==> config.mk <==
export PLATFORM = sky130hd
export DESIGN_NAME = prbs_tx_gen_flat
export DESIGN_NICKNAME = d
export VERILOG_FILES = /design/src/rtl/prbs_pkg.sv /design/src/rtl/prbs_tx_gen_if.sv /design/src/rtl/prbs_lfsr_core.sv /design/src/rtl/prbs_tx_gen.sv /design/src/flat_wrapper.sv
export SDC_FILE = /design/constraint.sdc
export NUM_CORES = 1
export LEC_CHECK = 0
export BUFFER_PORTS_ARGS = -buffer_cell sky130_fd_sc_hd__buf_2
export CELL_PAD_IN_SITES_DETAIL_PLACEMENT = 0
export CELL_PAD_IN_SITES_GLOBAL_PLACEMENT = 1
export CORE_ASPECT_RATIO = 0.5
export CORE_MARGIN = 2
export CORE_UTILIZATION = 48
export CTS_BUF_LIST = sky130_fd_sc_hd__clkbuf_4 sky130_fd_sc_hd__clkbuf_8
export CTS_CLUSTER_DIAMETER = 80
export DETAILED_ROUTE_END_ITERATION = 10
export PLACE_DENSITY_LB_ADDON = 0.1
export RECOVER_POWER = 50
export SYNTH_ARGS = -nofsm -noshare
export SYNTH_HDL_FRONTEND = slang
export SYNTH_SLANG_ARGS = --single-unit
==> constraint.sdc <==
create_clock -name clk -period 7.2 [get_ports clk]
set_clock_uncertainty 0.05 [all_clocks]
set_input_delay 2.16 -clock clk [delete_from_list [all_inputs] [get_ports clk]]
set_output_delay 2.16 -clock clk [all_outputs]
set_load 0.02 [all_outputs]
==> src/rtl/prbs_pkg.sv <==
// Shared PRBS definitions: polynomial codes, sequence lengths, the tap recurrence
// and the generator FSM state type. The checker imports the same tap function.
package prbs_pkg;

    localparam logic [2:0] PRBS3  = 3'd0;
    localparam logic [2:0] PRBS7  = 3'd1;
    localparam logic [2:0] PRBS9  = 3'd2;
    localparam logic [2:0] PRBS11 = 3'd3;
    localparam logic [2:0] PRBS15 = 3'd4;
    localparam logic [2:0] PRBS17 = 3'd5;
    localparam logic [2:0] PRBS23 = 3'd6;
    localparam logic [2:0] PRBS32 = 3'd7;

    localparam logic [31:0] PRBS3_LEN  = 32'd7;
    localparam logic [31:0] PRBS7_LEN  = 32'd127;
    localparam logic [31:0] PRBS9_LEN  = 32'd511;
    localparam logic [31:0] PRBS11_LEN = 32'd2047;
    localparam logic [31:0] PRBS15_LEN = 32'd32767;
    localparam logic [31:0] PRBS17_LEN = 32'd131071;
    localparam logic [31:0] PRBS23_LEN = 32'd8388607;
    localparam logic [31:0] PRBS32_LEN = 32'hFFFF_FFFF;

    typedef enum logic [1:0] {
        ST_IDLE = 2'd0,
        ST_RUN  = 2'd1,
        ST_DONE = 2'd2
    } tx_state_e;

    // h[0] is the newest bit; the result is the next bit to enter h[0].
    function automatic logic prbs_tap(input logic [2:0] code, input logic [31:0] h);
        logic g;
        case (code)
            PRBS3:   g = h[2]  ^ h[0];
            PRBS7:   g = h[6]  ^ h[0];
            PRBS9:   g = h[8]  ^ h[4];
            PRBS11:  g = h[10] ^ h[8];
            PRBS15:  g = h[14] ^ h[0];
            PRBS17:  g = h[16] ^ h[2];
            PRBS23:  g = h[22] ^ h[17];
            default: g = h[31] ^ h[21] ^ h[1] ^ h[0];
        endcase
        return g;
    endfunction

    function automatic logic [31:0] prbs_seq_len(input logic [2:0] code);
        logic [31:0] len;
        case (code)
            PRBS3:   len = PRBS3_LEN;
            PRBS7:   len = PRBS7_LEN;
            PRBS9:   len = PRBS9_LEN;
            PRBS11:  len = PRBS11_LEN;
            PRBS15:  len = PRBS15_LEN;
            PRBS17:  len = PRBS17_LEN;
            PRBS23:  len = PRBS23_LEN;
            default: len = PRBS32_LEN;
        endcase
        return len;
    endfunction

endpackage

==> src/rtl/prbs_tx_gen_if.sv <==
// Control and serial-output bundle of the PRBS generator. master is the
// generator side; slave is the controller/consumer side.
interface prbs_tx_gen_if #(
    parameter int unsigned ERR_CNT_WIDTH = 16
) ();

    logic                     start;
    logic                     stop;
    logic [7:0]               rate_div;
    logic                     inj_err;
    logic [15:0]              err_period;
    logic                     dout;
    logic                     dout_vld;
    logic                     busy;
    logic                     done;
    logic [31:0]              bits_sent;
    logic [ERR_CNT_WIDTH-1:0] err_injected;

    modport master (
        input  start,
        input  stop,
        input  rate_div,
        input  inj_err,
        input  err_period,
        output dout,
        output dout_vld,
        output busy,
        output done,
        output bits_sent,
        output err_injected
    );

    modport slave (
        output start,
        output stop,
        output rate_div,
        output inj_err,
        output err_period,
        input  dout,
        input  dout_vld,
        input  busy,
        input  done,
        input  bits_sent,
        input  err_injected
    );

endinterface

==> src/rtl/prbs_lfsr_core.sv <==
// PRBS history register with tap feedback. load restarts from SEED in the same
// cycle, so a load+shift emits the first bit of the sequence immediately.
module prbs_lfsr_core
    import prbs_pkg::*;
#(
    parameter logic [31:0] SEED = 32'hFFFF_FFFF
) (
    input  logic       clk,
    input  logic       rst,
    input  logic [2:0] code,
    input  logic       load,
    input  logic       shift,
    output logic       fb
);

    logic [31:0] h;
    logic [31:0] h_src;

    assign h_src = load ? SEED : h;
    assign fb    = prbs_tap(code, h_src);

    always_ff @(posedge clk or posedge rst) begin
        if (rst) begin
            h <= SEED;
        end else if (shift) begin
            h <= {h_src[30:0], fb};
        end else if (load) begin
            h <= SEED;
        end
    end

endmodule

==> src/rtl/prbs_tx_gen.sv <==
// Serial PRBS generator with programmable bit rate, frame length and error
// injection. Injected inversions affect dout only, never the history register.
module prbs_tx_gen
    import prbs_pkg::*;
#(
    parameter int unsigned PRBS_TYPE     = 1,
    parameter logic [31:0] SEED          = 32'hFFFF_FFFF,
    parameter logic [31:0] FRAME_LEN     = 32'd0,
    parameter int unsigned ERR_CNT_WIDTH = 16
) (
    input logic           clk,
    input logic           rst,
    prbs_tx_gen_if.master bus
);

    localparam logic [2:0]               CODE    = 3'(PRBS_TYPE);
    localparam logic [ERR_CNT_WIDTH-1:0] ERR_MAX = '1;

    tx_state_e                state;
    tx_state_e                state_nxt;
    logic [7:0]               rate_cnt;
    logic [15:0]              per_cnt;
    logic                     pending;
    logic                     frame_end;
    logic [31:0]              bits_sent;
    logic [ERR_CNT_WIDTH-1:0] err_cnt;
    logic                     dout_p0;
    logic                     vld_p0;

    logic                     start_ok;
    logic                     strobe;
    logic                     fb;
    logic                     pend_eff;
    logic                     per_fire;
    logic                     inj;
    logic                     last_bit;
    logic [7:0]               rate_load;
    logic [15:0]              per_inc;
    logic [31:0]              bits_nxt;

    prbs_lfsr_core #(
        .SEED (SEED)
    ) u_lfsr (
        .clk   (clk),
        .rst   (rst),
        .code  (CODE),
        .load  (start_ok),
        .shift (strobe),
        .fb    (fb)
    );

    // The start edge is itself a strobe, giving one cycle of output latency.
    always_comb begin
        start_ok  = (state == ST_IDLE) && bus.start && !bus.stop;
        strobe    = start_ok ||
                    ((state == ST_RUN) && !bus.stop && !frame_end && (rate_cnt == 8'd0));
        rate_load = (bus.rate_div == 8'd0) ? 8'd0 : (bus.rate_div - 8'd1);
        per_inc   = (start_ok ? 16'd0 : per_cnt) + 16'd1;
        // >= keeps the period sane if err_period is lowered below the running count.
        per_fire  = (bus.err_period != 16'd0) && (per_inc >= bus.err_period);
        pend_eff  = pending || bus.inj_err;
        inj       = pend_eff || per_fire;
        bits_nxt  = (start_ok ? 32'd0 : bits_sent) + 32'd1;
        last_bit  = (FRAME_LEN != 32'd0) && (bits_nxt == FRAME_LEN);
    end

    always_comb begin
        state_nxt = state;
        case (state)
            ST_IDLE: begin
                if (start_ok) begin
                    state_nxt = ST_RUN;
                end
            end
            ST_RUN: begin
                if (bus.stop) begin
                    state_nxt = ST_IDLE;
                end else if (frame_end) begin
                    state_nxt = ST_DONE;
                end
            end
            ST_DONE: state_nxt = ST_IDLE;
            default: state_nxt = ST_IDLE;
        endcase
    end

    always_ff @(posedge clk or posedge rst) begin
        if (rst) begin
            state     <= ST_IDLE;
            rate_cnt  <= 8'd0;
            per_cnt   <= 16'd0;
            pending   <= 1'b0;
            frame_end <= 1'b0;
            bits_sent <= 32'd0;
            err_cnt   <= '0;
        end else begin
            state <= state_nxt;

            if (strobe) begin
                rate_cnt <= rate_load;
            end else if ((state == ST_RUN) && (rate_cnt != 8'd0)) begin
                rate_cnt <= rate_cnt - 8'd1;
            end

            if (strobe) begin
                per_cnt <= per_fire ? 16'd0 : per_inc;
            end

            // A request is held until the next bit consumes it; stop discards it.
            if (strobe || (state != ST_RUN) || bus.stop) begin
                pending <= 1'b0;
            end else begin
                pending <= pend_eff;
            end

            if (strobe) begin
                frame_end <= last_bit;
            end else if (state_nxt != ST_RUN) begin
                frame_end <= 1'b0;
            end

            if (strobe) begin
                bits_sent <= bits_nxt;
            end

            if (strobe && inj && (err_cnt != ERR_MAX)) begin
                err_cnt <= err_cnt + ERR_CNT_WIDTH'(1);
            end
        end
    end

    // Output stage: one registered bit per strobe, zero between strobes.
    always_ff @(posedge clk or posedge rst) begin
        if (rst) begin
            vld_p0  <= 1'b0;
            dout_p0 <= 1'b0;
        end else begin
            vld_p0  <= strobe;
            dout_p0 <= strobe && (fb ^ inj);
        end
    end

    assign bus.dout         = dout_p0;
    assign bus.dout_vld     = vld_p0;
    assign bus.busy         = (state == ST_RUN);
    assign bus.done         = (state == ST_DONE);
    assign bus.bits_sent    = bits_sent;
    assign bus.err_injected = err_cnt;

endmodule

==> src/flat_wrapper.sv <==
// flat-port wrapper written by rule: the top's interface ports become plain ports
module prbs_tx_gen_flat import prbs_pkg::*;
#(
    parameter int unsigned PRBS_TYPE     = 1,
    parameter logic [31:0] SEED          = 32'hFFFF_FFFF,
    parameter logic [31:0] FRAME_LEN     = 32'd0,
    parameter int unsigned ERR_CNT_WIDTH = 16
)
  (clk, rst, bus_start, bus_stop, bus_rate_div, bus_inj_err, bus_err_period, bus_dout, bus_dout_vld, bus_busy, bus_done, bus_bits_sent, bus_err_injected);
  prbs_tx_gen_if #(.ERR_CNT_WIDTH(ERR_CNT_WIDTH)) bus_i ();
  input logic clk;
  input logic rst;
  input wire logic [$bits(bus_i.start)-1:0] bus_start;
  input wire logic [$bits(bus_i.stop)-1:0] bus_stop;
  input wire logic [$bits(bus_i.rate_div)-1:0] bus_rate_div;
  input wire logic [$bits(bus_i.inj_err)-1:0] bus_inj_err;
  input wire logic [$bits(bus_i.err_period)-1:0] bus_err_period;
  output wire logic [$bits(bus_i.dout)-1:0] bus_dout;
  output wire logic [$bits(bus_i.dout_vld)-1:0] bus_dout_vld;
  output wire logic [$bits(bus_i.busy)-1:0] bus_busy;
  output wire logic [$bits(bus_i.done)-1:0] bus_done;
  output wire logic [$bits(bus_i.bits_sent)-1:0] bus_bits_sent;
  output wire logic [$bits(bus_i.err_injected)-1:0] bus_err_injected;
  assign bus_i.start = bus_start;
  assign bus_i.stop = bus_stop;
  assign bus_i.rate_div = bus_rate_div;
  assign bus_i.inj_err = bus_inj_err;
  assign bus_i.err_period = bus_err_period;
  assign bus_dout = bus_i.dout;
  assign bus_dout_vld = bus_i.dout_vld;
  assign bus_busy = bus_i.busy;
  assign bus_done = bus_i.done;
  assign bus_bits_sent = bus_i.bits_sent;
  assign bus_err_injected = bus_i.err_injected;
  prbs_tx_gen #(.PRBS_TYPE(PRBS_TYPE), .SEED(SEED), .FRAME_LEN(FRAME_LEN), .ERR_CNT_WIDTH(ERR_CNT_WIDTH)) u_core (.clk(clk), .rst(rst), .bus(bus_i));
endmodule
==> results.cfg, run 1 <==
[detailed_routing]
dr_total_vias = 4186
wl_mm = 11.7
postRouteAntennaNets = 0
drt-initial-drc-count = 227
drc = 0
dr.pass1.iters = 4
detail_route.wl_per_cell_microns = 15.0
avgViaCountPerCell = 5.37

[place]
gp_congestion = 0.764
io_buffers = 79
place_inst = 764
dp_hpwl_mm = 8.30

[critical_path]
crit_type = primary input to register
cp-start-kind = primary input
crit_required_ns = 7.40
crit_fanout = 13
cp-end-kind = register
arrival_ns = 6.41

[worst_hold_path]
hp-class = register to register

[cells_and_area]
layout.cells.non_filler = 780
post-route-util = 0.563
drive_above_1_share = 0.163
nNetsFinal = 685
diodes = 0
fill_cells = 956
seq_area_sq_um = 2090
multi_input_area_sq_um = 2700
areaGrowthSynthToFinish_pct = 15.1

[yosys]
syn_nets = 607
synth_top_cell_by_area = dfrtp_1
yosysWarnings = 0
synth-edff-count = 0
yosys_most_used_dff = dfrtp_1
netlist_instances = 557
yosysUniqueCellTypes = 50
ys_seq_elements = 83
synth_common_cells = dfrtp_1, nand2_1, nor2_1
synth_most_common_cell = dfrtp_1
synth_area_leaders = dfrtp_1, xnor2_1, ha_1, nand2_1, nor2_1
avgSynthCellArea_sq_um = 8.89
ys_seq_area_frac = 0.421
synth_top_area_frac = 0.384
async_flop_share = 1.00
synth_area_sq_um = 4950

[sta]
post-route-min-period_ns = 6.21
rsz0062_at_grt = false
fin_setup_tns_ns = 0
setup_violations = 0
finalHoldViolCount = 0
slew_violations = 0
fmax_mhz = 161
timing.final.crit_share = 0.862
worst_pin_slew_ns = 1.06
maxSlewHeadroom = 0.295

[power]
p_per_area_nw_per_um2 = 200
cellLeakagePower_nw = 2.65
irDropWorstVdd_v = 0.000132

[clocking]
hold_buffers = 0
cts_tree = yes
clock_path_buffers = 2
cts_resized = 0
cts.sinks = 83
root_buffer = clkbuf_8
cts_setup_buffers = 0
numCtsBuffers = 9
cts_max_level = 3
clkTransAtPathRegs_ns = 0.08
clkLatencyLatePin_ns = 0.36

[status]
outcome = finished, final reports clean

[floorplan]
die_area_sq_um = 11200
die_w_microns = 148
initial_utilization = 0.489
coreArea_sq_um = 10100
rows = 26
die_height_microns = 75.8
io_pins = 81

[grt]
grtUsageTotal = 0.222
grt_pass1_vias = 3853
grt_pass1_wl_mm = 19.4
grt_overflow = 0
grt_max_degree = 84
antenna_found_initial = 0

[flow_run]
drv_cap = 0
[power by group]
part	switching (mW)	internal [mW]	leakage, nW
clock	0.168	0.181	0.106
combinational	0.134	0.0928	1.45
sequential	0.0567	0.510	1.09
[critical path, stage by stage]
cell and delay, ns:
clkbuf_1 0.24, nor3b_4 0.10, nor2b_1 0.18, ha_1 0.24
inv_1 0.07, nor4_1 0.55, nand3_1 0.32, nor2_1 0.24
xnor2_1 0.14, nor2_1 0.06, ha_1 0.29, nand2_1 0.07
nor4_1 0.38, nand3_1 0.15, a31oi_2 0.61, buf_4 0.30
o2111ai_1 0.14, xnor2_1 0.17
[cells in the final DEF, fill, tap and decap left out, types with 9 or more instances in the layout]
master / instances
a21oi_1: 20
and3_1: 15
buf_2: 60
buf_4: 9
clkbuf_1: 19
clkbuf_8: 9
dfrtp_1: 76
ha_1: 21
inv_1: 26
nand2_1: 70
nand3_1: 33
nand4_1: 9
nor2_1: 59
nor3_1: 12
nor4_1: 10
o21ai_0: 24
or3_1: 11
xnor2_1: 36
xor2_1: 24
[flip-flops by register name, indices dropped and copies added, names as in the netlist]
register,cells
u_core.state,1
u_core.bus.dout_vld,1
u_core.u_lfsr.h,7
u_core.bus.err_injected,16
u_core.bus.bits_sent,32
u_core.rate_cnt,8
u_core.bus.dout,1
u_core.pending,1
u_core.per_cnt,16
[layer usage]
layer  routed length [microns]  GRT usage
met3                       495     0.0521
met2                      5140      0.358
met4                        71     0.0417
met5                         0          0
met1                      6020      0.312
[logic make-up (layout without fill, tap and decap cells)]
| group | after synthesis | count (layout) | synth area share |
|---|---|---|---|
| simple gates | 250 | 250 | 0.252 |
| compound gates | 90 | 90 | 0.120 |
| flops | 83 | 83 | 0.421 |
| xor+xnor | 60 | 60 | 0.106 |
| buf+inv | 48 | 131 | 0.0379 |
| fa+ha+maj | 21 | 21 | 0.0531 |
| mux | 4 | 4 | 0.00834 |
| other cells | 1 | 1 | 0.000758 |
[area by class of cell]
type                       instances  share of cell area
multi-input combinational        426               0.473
clock inverter                     2             0.00681
sequential                        83               0.366
clock buffer                      14              0.0283
inverter                          27              0.0180
timing repair buffer              88              0.0771
tap                              140              0.0307
[path summary, 6_finish.rpt]
check,startpoint,endpoint,slack (ns),cells after the start
max,bus_stop,u_core.bus.err_injected[7],0.99,18
min,u_core.u_lfsr.h[1],u_core.u_lfsr.h[2],0.43,2
max reg2reg,u_core.state[0],u_core.bus.err_injected[7],2.54,17
min reg2reg,u_core.u_lfsr.h[1],u_core.u_lfsr.h[2],0.43,2
max in group asynchronous,rst,u_core.bus.bits_sent[20],4.33,3
min in group asynchronous,rst,u_core.bus.err_injected[9],2.11,3
[stage by stage]
step / area, sq um / hold slack (ns) / worst slack [ns] / power, mW
floorplan: 4950 / 0.413 / 1.14 / 0.728
global placement: 5520 / 0.421 / 0.908 / 0.800
detailed placement: 5520 / 0.425 / 0.736 / 0.802
CTS: 5720 / 0.434 / 1.12 / 1.15
global route: 5700 / 0.452 / 0.484 / 1.21
finish: 5700 / 0.434 / 0.991 / 1.14
(Power assumes the default switching activity.)
==> run 2: changes to the inputs <==
Settings changed: ABC_AREA set to 1, CORE_UTILIZATION 48 to 47.
==> results.cfg, run 2 <==
[detailed_routing]
detail_route.wl_per_cell_microns = 13.3
wl_mm = 13.4
dr_total_vias = 5010
drt-initial-drc-count = 271
drc = 0
dr.pass1.iters = 4
avgViaCountPerCell = 4.95
postRouteAntennaNets = 0

[yosys]
synth_top_family_by_area = simple AND/OR/NAND/NOR gates
yosys.area_share.simple = 0.355
synth-edff-count = 0
ys_seq_area_frac = 0.369
synth_area_leaders = dfrtp_1, nand2_1, inv_1, nor2_1, nand3_1
syn_nets = 821
synth_most_common_cell = nand2_1
synth_common_cells = nand2_1, inv_1, nor2_1
yosys_most_used_dff = dfrtp_1
synth_mux_area_frac = 0
netlist_instances = 771
synth_top_cell_by_area = dfrtp_1
synth_compound_area_frac = 0.0587
yosysUniqueCellTypes = 44
avgSynthCellArea_sq_um = 7.33
yosysWarnings = 0
synth_area_sq_um = 5650
synth_xor_area_frac = 0.0631
ys_seq_elements = 83
async_flop_share = 1.00
synth_top_area_frac = 0.337
synth_adder_area_share = 0.0465

[grt]
grt_pass1_vias = 4582
grt_overflow = 0
grt_max_degree = 66
antenna_found_initial = 0
grt_pass1_wl_mm = 22.5
grtUsageTotal = 0.217

[power]
cellLeakagePower_nw = 3.24
fin_total_pwr_mw = 1.33
p_per_area_nw_per_um2 = 210
irDropWorstVdd_v = 0.000157

[critical_path]
cp-start-kind = primary input
crit_fanout = 55
setup.worst_path.start = bus_stop
cp-end-kind = register
crit_type = primary input to register
worstReg2RegStart = u_core.state[0]
crit_required_ns = 7.41
r2r_slack_ns = 3.25
r2r-end = u_core.bus.err_injected[1]
arrival_ns = 5.60
reg2reg_depth = 24

[worst_hold_path]
hold_path_end = u_core.bus.err_injected[8]
hold_path_depth = 2
min_from = u_core.bus.err_injected[8]
hp-class = register to register

[floorplan]
initial_utilization = 0.480
die_w_microns = 159
coreArea_sq_um = 11800
die_height_microns = 81.5
io_pins = 81
rows = 28
die_area_sq_um = 13000

[status]
outcome = finished, final reports clean

[sta]
maxSlewHeadroom = 0.405
timing.final.crit_share = 0.748
post-route-min-period_ns = 5.39
hold_ws_ns = 0.451
fmax_mhz = 186
fin_setup_tns_ns = 0
finalHoldViolCount = 0
setup_ws_ns = 1.81
slew_violations = 0
setup_violations = 0
rsz0062_at_grt = false
worst_pin_slew_ns = 0.888

[clocking]
cts_max_level = 3
clkTransAtPathRegs_ns = 0.09
cts_setup_buffers = 0
cts_resized = 0
cts.sinks = 83
numCtsBuffers = 9
root_buffer = clkbuf_8
cts_tree = yes
clkLatencyLatePin_ns = 0.37
hold_buffers = 0
clock_path_buffers = 2

[place]
pre_cts_ws_ns = 1.43
dpl_cell_area_sq_um = 6140
gp_congestion = 0.837
place_inst = 996
io_buffers = 79
dp_hpwl_mm = 9.76

[cells_and_area]
layout.cells.non_filler = 1012
largest_reg_flops = 32
final_cell_area_sq_um = 6350
final_cell_mix = nand2_1, inv_1, nor2_1
areaGrowthSynthToFinish_pct = 12.3
nNetsFinal = 892
drive_above_1_share = 0.150
mostFrequentLayoutCell = nand2_1
diodes = 0
post-route-util = 0.539
top_register = u_core.bus.bits_sent

[flow_run]
drv_cap = 0
==> run 2: critical path, stage by stage <==
cell	delay, ns
buf_2	0.13
nor2_2	0.06
nand2_4	0.49
nand4_2	0.25
inv_1	0.19
nand2_2	0.11
xnor2_1	0.26
inv_1	0.08
ha_1	0.29
nand2_1	0.05
inv_1	0.06
nand2_1	0.07
nor2_1	0.10
nor2_1	0.04
nand2_1	0.07
nand2_1	0.05
nand2_1	0.05
nand2_1	0.13
nand2_2	0.40
nand3_1	0.34
nand2_1	0.13
nand2_1	0.06
==> run 2: power by group <==
part	internal, mW	switching (mW)
Combinational	0.122	0.217
Sequential	0.537	0.0546
Clock	0.222	0.179
==> run 2: cell type report <==
| cell class | count | area, sq um |
|---|---|---|
| multi-input cells | 541 | 2960 |
| clock buffers | 12 | 159 |
| fillers | 1177 | 5420 |
| clock inverters | 4 | 80.1 |
| repair buffers | 82 | 387 |
| inverters | 125 | 470 |
| flip-flops and latches | 83 | 2090 |
| well taps | 165 | 206 |
==> run 2: layer usage <==
metal	share of wire	wire length, microns	track usage	up-vias
met2	0.43	5720	0.344	95
met4	0.0087	117	0.0527	0
met5	0	0	0	-
met3	0.042	562	0.0419	11
met1	0.52	7020	0.310	2304
li1	-	-	-	2600
==> run 2: logic make-up (layout without fill, tap and decap cells) <==
kind of cell               Yosys count  in the layout
and+or+nand+nor                    421            421
xor gates and xnor gates            39             39
adders and majority gates           21             21
other                                1              1
DFF                                 83             83
buffers and inverters              147            223
AOI/OAI and AO/OA                   59             59
==> run 2: how the worst max path moves through the flow <==
stage | endpoint | slack, ns | depth (start not counted)
floorplan | u_core.bus.err_injected[15] | 2.19 | 25
global placement | u_core.bus.err_injected[0] | 1.44 | 22
detailed placement | u_core.bus.err_injected[1] | 1.43 | 22
CTS | u_core.bus.err_injected[7] | 1.84 | 22
global route | u_core.bus.err_injected[7] | 1.48 | 23
finish | u_core.bus.err_injected[1] | 1.81 | 22
==> run 3: changes to the inputs <==
Settings changed: CORE_UTILIZATION 47 to 43.
Clock period 7.2 ns to 5.6 ns, I/O delays scaled along.
==> results.cfg, run 3 (same netlist as run 2, synthesis figures left out) <==
[critical_path]
critical_path.max_stage_delay_ns = 0.36
path_cells = clkbuf_1 > nand2_1 > nor2_2 > nor2_1 > ha_1 > nand3_2 > nor2_1 > xor2_1 > inv_1 > ha_1 > nand2_1 > inv_1 > nand2_1 > nor2_1 > nor2_1 > nand2_1 > nand2_1 > nand2_1 > nand2_1 > nand2_2 > nand3_1 > nand2_1 > nand2_1
path_depth = 23
crit_fanout = 12
crit_top_cell = nand2_1
cp-start-kind = primary input
arrival_ns = 4.85
critPathBufInv = 3
crit_required_ns = 5.81
reg2reg_depth = 23
r2r_slack_ns = 1.88
cp_top_family = simple AND/OR/NAND/NOR gates
crit_type = primary input to register
slowest_stage = nor2_2
cp-end-kind = register

[cells_and_area]
diodes = 0
final_cell_area_sq_um = 6320
post-route-util = 0.496
largest_reg_flops = 32
final_cell_mix = nand2_1, inv_1, nor2_1
top_register = u_core.bus.bits_sent
nNetsFinal = 895
mostFrequentLayoutCell = nand2_1
drive_above_1_share = 0.138
areaGrowthSynthToFinish_pct = 11.8

[grt]
grtUsageTotal = 0.210
grt_overflow = 0
antenna_found_initial = 0
met1_usage = 0.317
gr-usage-met2 = 0.305
grt_max_degree = 53
grt_busiest_layer = met1
grt_use_met3 = 0.0424
grt_pass1_vias = 4693
grt_pass1_wl_mm = 23.8

[clocking]
cts_max_level = 3
clkLatencyLatePin_ns = 0.37
root_buffer = clkbuf_8
numCtsBuffers = 9
clkTransAtPathRegs_ns = 0.09
cts_setup_buffers = 0
clock_path_buffers = 2
cts.sinks = 83
cts_resized = 0
cts_tree = yes
hold_buffers = 0

[floorplan]
io_pins = 81
initial_utilization = 0.444
die_height_microns = 85.1
die_area_sq_um = 14100
rows = 29
coreArea_sq_um = 12700
die_w_microns = 166

[sta]
setup_ws_ns = 0.959
maxSlewHeadroom = -0.695
rsz0062_at_grt = false
post-route-min-period_ns = 4.64
hold_ws_ns = 0.438
finalHoldViolCount = 0
fin_setup_tns_ns = 0
fmax_mhz = 215
setup_violations = 0
timing.final.crit_share = 0.829
worst_pin_slew_ns = 2.53
slew_violations = 86

[power]
p_int_mw = 1.06
p_per_area_nw_per_um2 = 263
p_seq_frac = 0.458
p_comb_frac = 0.266
p_sw_mw = 0.607
cellLeakagePower_nw = 3.16
clockPowerShare = 0.276
irDropWorstVdd_v = 0.000121
switching_share = 0.365

[place]
io_buffers = 79
pre_cts_ws_ns = 0.633
dp_hpwl_mm = 10.3
dpl_cell_area_sq_um = 6170
gp_congestion = 0.853

[detailed_routing]
drt-initial-drc-count = 337
dr.pass1.iters = 5
avgViaCountPerCell = 4.94
wl_mm = 14.2
detail_route.wl_per_cell_microns = 13.9
postRouteAntennaNets = 0
dr_total_vias = 5034
drc = 0

[status]
outcome = finished with violations
violations = capacitance limit, slew limit

[flow_run]
drv_cap = 2

[worst_hold_path]
hold_path_depth = 2
hp-class = register to register
## run 3: final timing paths
path                                    startpoint                         end
worst max register to register     u_core.state[0]  u_core.bus.err_injected[0]
max in group asynchronous                      rst          u_core.rate_cnt[6]
worst min register to register  u_core.per_cnt[10]          u_core.per_cnt[10]
min in group asynchronous                      rst  u_core.bus.err_injected[3]
worst min-delay path            u_core.per_cnt[10]          u_core.per_cnt[10]
worst max-delay path                     bus_start  u_core.bus.err_injected[0]
## run 3: through the flow
stage	std cells	power (mW)
after global placement	1004	1.21
final	1020	1.66
after global routing	1020	1.79
after CTS	1020	1.68
after floorplan	771	1.09
after detailed placement	1004	1.22
## run 3: worst reg2reg max path, stage by stage, from the launching register on
cell,delay (ns)
dfrtp_1,0.41
inv_1,0.14
nand2_1,0.10
nor2_2,0.36
nor2_1,0.16
ha_1,0.25
nand3_2,0.09
nor2_1,0.08
xor2_1,0.27
inv_1,0.09
ha_1,0.28
nand2_1,0.04
inv_1,0.04
nand2_1,0.06
nor2_1,0.10
nor2_1,0.05
nand2_1,0.06
nand2_1,0.05
nand2_1,0.05
nand2_1,0.16
nand2_2,0.25
nand3_1,0.28
nand2_1,0.13
nand2_1,0.05
## run 3: power by group through the flow
stage / Combinational [mW] / Sequential (mW) / Clock, mW
after global placement: 0.442 / 0.770 / 0
after CTS: 0.448 / 0.761 / 0.475
after floorplan: 0.308 / 0.782 / 0
after global routing: 0.516 / 0.775 / 0.499
final: 0.442 / 0.762 / 0.459
after detailed placement: 0.446 / 0.771 / 0
## run 3: area by class of cell
cell class | count | area [sq um]
clock buffers | 9 | 124
clock inverters | 7 | 76.3
fillers | 1305 | 6420
inverters | 125 | 470
multi-input cells | 541 | 2960
flip-flops and latches | 83 | 2090
well taps | 170 | 213
repair buffers | 85 | 389
## run 3: layer usage
metal,wire length [microns],vias to the layer above,part of all wire
met3,650,15,0.046
met4,211,0,0.015
li1,-,2612,-
met1,7710,2292,0.54
met2,5630,115,0.40
met5,0,-,0
